`config.mk`:
```
export PLATFORM = sky130hd
export DESIGN_NAME = load_store_unit_flat
export DESIGN_NICKNAME = d
export VERILOG_FILES = /design/src/rtl/load_store_unit_if.sv /design/src/rtl/load_store_unit.sv /design/src/flat_wrapper.sv
export SDC_FILE = /design/constraint.sdc
export NUM_CORES = 1
export LEC_CHECK = 0
export BUFFER_PORTS_ARGS = -buffer_cell sky130_fd_sc_hd__clkbuf_2
export CELL_PAD_IN_SITES_DETAIL_PLACEMENT = 1
export CELL_PAD_IN_SITES_GLOBAL_PLACEMENT = 1
export CORE_MARGIN = 5
export CORE_UTILIZATION = 36
export DETAILED_ROUTE_END_ITERATION = 10
export PLACE_DENSITY = 0.91
export SLEW_MARGIN = 25
export SYNTH_ARGS = -nofsm -noshare
export SYNTH_HDL_FRONTEND = slang
export SYNTH_SLANG_ARGS = --single-unit
```
`constraint.sdc`:
```
create_clock -name i_clk -period 3.9 [get_ports i_clk]
set_clock_uncertainty 0.1 [all_clocks]
set_input_delay 0.195 -clock i_clk [delete_from_list [all_inputs] [get_ports i_clk]]
set_output_delay 0.195 -clock i_clk [all_outputs]
set_load 0.01 [all_outputs]
```
`src/rtl/load_store_unit_if.sv`:
```
// Execute-stage request, write-back result and external memory bus of the load/store unit.
// The master modport is the unit's view; slave is the pipeline/memory-controller side.
interface load_store_unit_if #(
  parameter int DATA_WIDTH = 32,
  parameter int ADDR_WIDTH = 32
);
  logic                  i_req_valid;
  logic                  i_req_wr;
  logic [2:0]            i_funct3;
  logic [ADDR_WIDTH-1:0] i_addr;
  logic [DATA_WIDTH-1:0] i_wr_data;
  logic                  o_stall;
  logic                  o_done;
  logic                  o_rd_valid;
  logic [DATA_WIDTH-1:0] o_rd_data;
  logic                  o_exc;
  logic [1:0]            o_exc_cause;
  logic                  o_mem_req;
  logic                  o_mem_we;
  logic [ADDR_WIDTH-1:0] o_mem_addr;
  logic [DATA_WIDTH-1:0] o_mem_wdata;
  logic [3:0]            o_mem_be;
  logic                  i_mem_ready;
  logic                  i_mem_rvalid;
  logic [DATA_WIDTH-1:0] i_mem_rdata;

  modport master (
    input  i_req_valid, i_req_wr, i_funct3, i_addr, i_wr_data,
    input  i_mem_ready, i_mem_rvalid, i_mem_rdata,
    output o_stall, o_done, o_rd_valid, o_rd_data, o_exc, o_exc_cause,
    output o_mem_req, o_mem_we, o_mem_addr, o_mem_wdata, o_mem_be
  );

  modport slave (
    output i_req_valid, i_req_wr, i_funct3, i_addr, i_wr_data,
    output i_mem_ready, i_mem_rvalid, i_mem_rdata,
    input  o_stall, o_done, o_rd_valid, o_rd_data, o_exc, o_exc_cause,
    input  o_mem_req, o_mem_we, o_mem_addr, o_mem_wdata, o_mem_be
  );
endinterface

```
`src/rtl/load_store_unit.sv`:
```
// Memory-stage load/store unit: turns execute-stage loads/stores into word-aligned
// valid/ready bus transactions, formats load data and raises alignment/funct3/timeout exceptions.
module load_store_unit #(
  parameter int DATA_WIDTH     = 32,
  parameter int ADDR_WIDTH     = 32,
  parameter int TIMEOUT_CYCLES = 255
) (
  input logic               i_clk,
  input logic               i_reset,
  load_store_unit_if.master bus
);

  localparam int CNT_W = (TIMEOUT_CYCLES < 2) ? 1 : $clog2(TIMEOUT_CYCLES + 1);
  localparam logic [CNT_W-1:0] TMO_LAST =
    CNT_W'((TIMEOUT_CYCLES > 0) ? TIMEOUT_CYCLES - 1 : 0);

  typedef enum logic [1:0] {S_IDLE, S_REQ, S_RD_WAIT} state_t;

  state_t                state_q;
  logic                  mem_req_q, mem_we_q;
  logic [ADDR_WIDTH-1:0] mem_addr_q;
  logic [DATA_WIDTH-1:0] mem_wdata_q, rd_data_q;
  logic [3:0]            mem_be_q;
  logic [2:0]            funct3_q;
  logic [1:0]            off_q;
  logic                  done_q, rd_valid_q, exc_q;
  logic [1:0]            exc_cause_q;
  logic [CNT_W-1:0]      tmo_q;

  function automatic logic f3_legal(input logic wr, input logic [2:0] f3);
    if (wr) return (f3 == 3'b000) || (f3 == 3'b001) || (f3 == 3'b010);
    return (f3 == 3'b000) || (f3 == 3'b001) || (f3 == 3'b010) ||
           (f3 == 3'b100) || (f3 == 3'b101);
  endfunction

  function automatic logic is_aligned(input logic [2:0] f3, input logic [1:0] off);
    case (f3[1:0])
      2'b01:   return ~off[0];
      2'b10:   return off == 2'b00;
      default: return 1'b1;
    endcase
  endfunction

  function automatic logic [3:0] store_be(input logic [2:0] f3, input logic [1:0] off);
    case (f3[1:0])
      2'b00:   return 4'b0001 << off;
      2'b01:   return off[1] ? 4'b1100 : 4'b0011;
      default: return 4'b1111;
    endcase
  endfunction

  function automatic logic [DATA_WIDTH-1:0] store_lanes(input logic [2:0] f3,
                                                         input logic [DATA_WIDTH-1:0] d);
    case (f3[1:0])
      2'b00:   return {4{d[7:0]}};
      2'b01:   return {2{d[15:0]}};
      default: return d;
    endcase
  endfunction

  // Lane selection uses the byte offset latched at acceptance, not the live address.
  function automatic logic [DATA_WIDTH-1:0] load_format(input logic [2:0] f3,
                                                         input logic [1:0] off,
                                                         input logic [DATA_WIDTH-1:0] d);
    logic [7:0]  b;
    logic [15:0] h;
    b = d[{off, 3'b000} +: 8];
    h = d[{off[1], 4'b0000} +: 16];
    case (f3)
      3'b000:  return {{(DATA_WIDTH-8){b[7]}}, b};
      3'b001:  return {{(DATA_WIDTH-16){h[15]}}, h};
      3'b100:  return {{(DATA_WIDTH-8){1'b0}}, b};
      3'b101:  return {{(DATA_WIDTH-16){1'b0}}, h};
      default: return d;
    endcase
  endfunction

  logic legal, aligned, accept, reject, tmo_hit;

  assign legal   = f3_legal(bus.i_req_wr, bus.i_funct3);
  assign aligned = is_aligned(bus.i_funct3, bus.i_addr[1:0]);
  assign accept  = (state_q == S_IDLE) && bus.i_req_valid && legal && aligned;
  assign reject  = (state_q == S_IDLE) && bus.i_req_valid && !(legal && aligned);
  assign tmo_hit = (TIMEOUT_CYCLES != 0) && (tmo_q == TMO_LAST);

  assign bus.o_stall     = accept || (state_q != S_IDLE);
  assign bus.o_done      = done_q;
  assign bus.o_rd_valid  = rd_valid_q;
  assign bus.o_rd_data   = rd_data_q;
  assign bus.o_exc       = exc_q;
  assign bus.o_exc_cause = exc_cause_q;
  assign bus.o_mem_req   = mem_req_q;
  assign bus.o_mem_we    = mem_we_q;
  assign bus.o_mem_addr  = mem_addr_q;
  assign bus.o_mem_wdata = mem_wdata_q;
  assign bus.o_mem_be    = mem_be_q;

  always_ff @(posedge i_clk or posedge i_reset) begin
    if (i_reset) begin
      state_q     <= S_IDLE;
      mem_req_q   <= 1'b0;
      mem_we_q    <= 1'b0;
      mem_addr_q  <= '0;
      mem_wdata_q <= '0;
      mem_be_q    <= 4'b0000;
      funct3_q    <= 3'b000;
      off_q       <= 2'b00;
      done_q      <= 1'b0;
      rd_valid_q  <= 1'b0;
      rd_data_q   <= '0;
      exc_q       <= 1'b0;
      exc_cause_q <= 2'b00;
      tmo_q       <= '0;
    end else begin
      done_q      <= 1'b0;
      rd_valid_q  <= 1'b0;
      exc_q       <= 1'b0;
      exc_cause_q <= 2'b00;
      case (state_q)
        S_IDLE: begin
          if (accept) begin
            state_q     <= S_REQ;
            mem_req_q   <= 1'b1;
            mem_we_q    <= bus.i_req_wr;
            mem_addr_q  <= {bus.i_addr[ADDR_WIDTH-1:2], 2'b00};
            mem_wdata_q <= store_lanes(bus.i_funct3, bus.i_wr_data);
            mem_be_q    <= bus.i_req_wr ? store_be(bus.i_funct3, bus.i_addr[1:0]) : 4'b1111;
            funct3_q    <= bus.i_funct3;
            off_q       <= bus.i_addr[1:0];
            tmo_q       <= '0;
          end else if (reject) begin
            exc_q       <= 1'b1;
            exc_cause_q <= legal ? 2'b01 : 2'b10;
          end
        end
        S_REQ: begin
          if (bus.i_mem_ready) begin
            mem_req_q <= 1'b0;
            if (mem_we_q) begin
              done_q  <= 1'b1;
              state_q <= S_IDLE;
            end else if (bus.i_mem_rvalid) begin
              rd_data_q  <= load_format(funct3_q, off_q, bus.i_mem_rdata);
              rd_valid_q <= 1'b1;
              done_q     <= 1'b1;
              state_q    <= S_IDLE;
            end else begin
              state_q <= S_RD_WAIT;
              if (!tmo_hit) tmo_q <= tmo_q + 1'b1;
            end
          end else if (tmo_hit) begin
            mem_req_q   <= 1'b0;
            exc_q       <= 1'b1;
            exc_cause_q <= 2'b11;
            state_q     <= S_IDLE;
          end else begin
            tmo_q <= tmo_q + 1'b1;
          end
        end
        S_RD_WAIT: begin
          if (bus.i_mem_rvalid) begin
            rd_data_q  <= load_format(funct3_q, off_q, bus.i_mem_rdata);
            rd_valid_q <= 1'b1;
            done_q     <= 1'b1;
            state_q    <= S_IDLE;
          end else if (tmo_hit) begin
            exc_q       <= 1'b1;
            exc_cause_q <= 2'b11;
            state_q     <= S_IDLE;
          end else begin
            tmo_q <= tmo_q + 1'b1;
          end
        end
        default: state_q <= S_IDLE;
      endcase
    end
  end

endmodule

```
`src/flat_wrapper.sv`:
```
// flat-port wrapper written by rule: the top's interface ports become plain ports
module load_store_unit_flat 
#(
  parameter int DATA_WIDTH     = 32,
  parameter int ADDR_WIDTH     = 32,
  parameter int TIMEOUT_CYCLES = 255
)
  (i_clk, i_reset, bus_i_req_valid, bus_i_req_wr, bus_i_funct3, bus_i_addr, bus_i_wr_data, bus_i_mem_ready, bus_i_mem_rvalid, bus_i_mem_rdata, bus_o_stall, bus_o_done, bus_o_rd_valid, bus_o_rd_data, bus_o_exc, bus_o_exc_cause, bus_o_mem_req, bus_o_mem_we, bus_o_mem_addr, bus_o_mem_wdata, bus_o_mem_be);
  load_store_unit_if #(.DATA_WIDTH(DATA_WIDTH), .ADDR_WIDTH(ADDR_WIDTH)) bus_i ();
  input logic i_clk;
  input logic i_reset;
  input wire logic [$bits(bus_i.i_req_valid)-1:0] bus_i_req_valid;
  input wire logic [$bits(bus_i.i_req_wr)-1:0] bus_i_req_wr;
  input wire logic [$bits(bus_i.i_funct3)-1:0] bus_i_funct3;
  input wire logic [$bits(bus_i.i_addr)-1:0] bus_i_addr;
  input wire logic [$bits(bus_i.i_wr_data)-1:0] bus_i_wr_data;
  input wire logic [$bits(bus_i.i_mem_ready)-1:0] bus_i_mem_ready;
  input wire logic [$bits(bus_i.i_mem_rvalid)-1:0] bus_i_mem_rvalid;
  input wire logic [$bits(bus_i.i_mem_rdata)-1:0] bus_i_mem_rdata;
  output wire logic [$bits(bus_i.o_stall)-1:0] bus_o_stall;
  output wire logic [$bits(bus_i.o_done)-1:0] bus_o_done;
  output wire logic [$bits(bus_i.o_rd_valid)-1:0] bus_o_rd_valid;
  output wire logic [$bits(bus_i.o_rd_data)-1:0] bus_o_rd_data;
  output wire logic [$bits(bus_i.o_exc)-1:0] bus_o_exc;
  output wire logic [$bits(bus_i.o_exc_cause)-1:0] bus_o_exc_cause;
  output wire logic [$bits(bus_i.o_mem_req)-1:0] bus_o_mem_req;
  output wire logic [$bits(bus_i.o_mem_we)-1:0] bus_o_mem_we;
  output wire logic [$bits(bus_i.o_mem_addr)-1:0] bus_o_mem_addr;
  output wire logic [$bits(bus_i.o_mem_wdata)-1:0] bus_o_mem_wdata;
  output wire logic [$bits(bus_i.o_mem_be)-1:0] bus_o_mem_be;
  assign bus_i.i_req_valid = bus_i_req_valid;
  assign bus_i.i_req_wr = bus_i_req_wr;
  assign bus_i.i_funct3 = bus_i_funct3;
  assign bus_i.i_addr = bus_i_addr;
  assign bus_i.i_wr_data = bus_i_wr_data;
  assign bus_i.i_mem_ready = bus_i_mem_ready;
  assign bus_i.i_mem_rvalid = bus_i_mem_rvalid;
  assign bus_i.i_mem_rdata = bus_i_mem_rdata;
  assign bus_o_stall = bus_i.o_stall;
  assign bus_o_done = bus_i.o_done;
  assign bus_o_rd_valid = bus_i.o_rd_valid;
  assign bus_o_rd_data = bus_i.o_rd_data;
  assign bus_o_exc = bus_i.o_exc;
  assign bus_o_exc_cause = bus_i.o_exc_cause;
  assign bus_o_mem_req = bus_i.o_mem_req;
  assign bus_o_mem_we = bus_i.o_mem_we;
  assign bus_o_mem_addr = bus_i.o_mem_addr;
  assign bus_o_mem_wdata = bus_i.o_mem_wdata;
  assign bus_o_mem_be = bus_i.o_mem_be;
  load_store_unit #(.DATA_WIDTH(DATA_WIDTH), .ADDR_WIDTH(ADDR_WIDTH), .TIMEOUT_CYCLES(TIMEOUT_CYCLES)) u_core (.i_clk(i_clk), .i_reset(i_reset), .bus(bus_i));
endmodule
```
==> impl_metrics.ini <==
[floorplanning]
rows = 46
dieHeight_um = 137.3
fp.dieArea_mm2 = 0.01886
io_pins = 213
die_w_um = 137.3
core_mm2 = 0.01589
start_util_pct = 36.74

[global_routing]
grtUsageTotal_pct = 27.14
grt_max_degree = 66
grt_overflow = 0
grt_pass1_wl_um = 39000
grt_pass1_vias = 7012
antenna_found_initial = 1

[worst_setup_path]
crit_chain = dlygate4sd3_1 > clkbuf_2 > inv_1 > ha_1 > buf_4 > o21bai_2 > a22oi_4 > and3_2 > buf_4 > nor2_1 > nor2_1
crit_slowest_cell = and3_2
arrival_ps = 3290
cp_slowest_stage_delay_ps = 820
cp_data_required_time_ps = 4130
end_kind = flop
crit_path_start_kind = input pin
crit_fanout = 43
rr_worst_depth = 7
crit_type = input pin to flop

[synth]
syn_avg_cell_area_um2 = 8.871
synth_top_cell_area_share_pct = 51.45
synthArstFlopShare_pct = 100.0
synth_edf_count = 0
synth_area_leaders = dfrtp_1 51%, nand2_1 12%, nor2_1 4.2%, a21oi_1 3.9%, o21ai_0 3.6%
synthCells = 658
synth-main-ff-cell = dfrtp_1
ys_seq_area_share_pct = 51.45
synthesis.area_mm2 = 0.005837
synth_cell_types = 56
synth_common_cells = 182 x nand2_1, 120 x dfrtp_1, 65 x nor2_1
synth_most_common_cell = nand2_1
synth_top_area_cell = dfrtp_1
yosys_warnings = 0
ys_seq_elements = 120

[clock_tree]
clock_latency_ps = 410
h-tree-depth = 4
tritoncts = yes
numCtsBuffers = 17
numClockSinks = 120
cts-root-buf = clkbuf_16
cts_max_path_buffers = 2
cts.clk_slew.worst_paths_ps = 60

[timing]
final.min_clock_period_ps = 3065
slew_headroom_pct = 27.61
tightest_slew_ps = 1085
report.final.setup_viol = 0
maxSlewViolCount = 0
whs_ps = 10.05
fmax_mhz = 326.3
fin_tns_setup_ps = 0
period_share_pct = 78.58
hold_viol = 0
rsz0062_at_grt = no

[drt]
dr.pass1.iters = 5
wl_per_cell_um = 21.60
vias = 6381
antenna_left = 0
drc = 0
finalWirelength_um = 25270
via_per_inst = 5.454
drt_iter0_drc = 440

[hold_path]
holdPathStages = 3
hold_class = input pin to flop

[job]
max_cap_violations = 0

[pwr]
ir_drop_uv = 401.9
p_per_area_mw_per_mm2 = 749.3
cellLeakagePower_uw = 0.004264

[final_layout]
fillCellCount = 1890
syn_to_final_growth_pct = 44.89
drive_above_1_share_pct = 28.26
layout.cells.non_filler = 1170
final_nets = 1055

[placement]
gp_congestion = 0.8849
dpl.hpwl_um = 14790
dp.cells = 1055
port_buffers = 210

[run_status]
outcome = finished clean
final timing paths:
kind	start	to	slack [ps]
worst min register to register	u_core.bus.o_mem_addr[10]	u_core.bus.o_mem_addr[10]	370
min in group asynchronous	i_reset	u_core.bus.o_mem_addr[16]	450
max in group asynchronous	i_reset	u_core.bus.o_mem_be[0]	2450
worst max register to register	u_core.state_q[1]	u_core.bus.o_rd_data[10]	1220
worst max-delay path	bus_i_funct3[0]	u_core.bus.o_mem_wdata[8]	840
worst min-delay path	bus_i_mem_rdata[1]	u_core.bus.o_rd_data[1]	10
cells by family after synthesis:
| family | Yosys count | share of synthesized area (%) |
|---|---|---|
| multiplexers | 16 | 3.130 |
| buffers and inverters | 62 | 4.930 |
| adder cells (fa/ha/maj) | 9 | 1.929 |
| AND/OR/NAND/NOR | 280 | 19.74 |
| other | 1 | 0.06425 |
| AO/OA/AOI/OAI | 170 | 18.76 |
| flip-flops | 120 | 51.45 |
cell usage in the layout (no fill, tap or decap), types with 3 or more instances in the layout:
master and count:
dfrtp_1 120, nand2_1 182, clkinv_2 4, ha_1 9
nand3_1 6, o22a_1 4, clkbuf_16 17, nor2b_1 3
bufinv_16 3, inv_1 22, a221oi_1 8, o22ai_1 9
mux2i_1 7, a21o_1 4, o21ai_0 41, nand4_1 3
nor2_1 65, clkbuf_1 3, buf_4 8, dlygate4sd3_1 83
a21oi_1 46, clkbuf_2 210, mux2_2 8, a31oi_1 16
nand2b_1 7, o21ai_1 13, a22o_1 8
per-layer routing:
metal	GRT usage, %	share of wire (%)	vias to the layer above	wire length [um]
li1	-	-	2791	-
met1	29.91	36	3102	9149
met2	46.81	50	377	12700
met3	7.341	8.1	111	2054
met4	16.02	5.4	0	1367
met5	0	0	-	0
cell type report:
class / instances / area (um^2) / area share (%)
multi-input cells: 477 / 2551 / 30.17
diodes: 2 / 5.005 / 0.05918
clock buffers: 21 / 450.4 / 5.326
inverters: 23 / 88.84 / 1.050
repair buffers: 302 / 1962 / 23.20
flip-flops and latches: 120 / 3003 / 35.51
clock inverters: 9 / 126.4 / 1.494
well taps: 216 / 270.3 / 3.196
sequential cells by signal, indices dropped and copies added, names as in the netlist:
register                cells
u_core.bus.o_rd_valid       1
u_core.bus.o_mem_req        1
u_core.bus.o_mem_be         4
u_core.state_q              2
u_core.bus.o_exc_cause      2
u_core.bus.o_mem_wdata     32
u_core.bus.o_mem_addr      30
u_core.funct3_q             3
u_core.tmo_q                8
u_core.off_q                2
u_core.bus.o_done           1
u_core.bus.o_mem_we         1
u_core.bus.o_exc            1
u_core.bus.o_rd_data       32
through the flow:
step	area [um^2]	utilization, %	total power (uW)	setup WS [ps]
5_1_grt	8454	53.22	6681	643.6
4_1_cts	8452	53.21	6159	999.2
3_3_place_gp	7044	44.34	4382	1169
3_5_place_dp	7044	44.34	4492	1079
6_report	8457	53.24	6337	835.2
2_1_floorplan	5841	-	3468	419.2
worst max-delay path, delay by kind of cell:
| family | cells | cell delay, ps |
|---|---|---|
| AND/OR/NAND/NOR | 3 | 1070 |
| AO/OA/AOI/OAI | 2 | 430 |
| buffers and inverters | 5 | 1410 |
| adder cells (fa/ha/maj) | 1 | 150 |
what timing repair did:
item / in CTS / in global routing
hold buffers: 83 / 0
hold endpoints to repair: 146 / 0
resized for setup: 0 / 0
setup buffers: 0 / 0
power by group:
part | switching (uW) | internal, uW | total, uW
combinational | 1570 | 928 | 2500
clock | 589 | 1010 | 1600
sequential | 439 | 1800 | 2240
(Power assumes the default switching activity.)
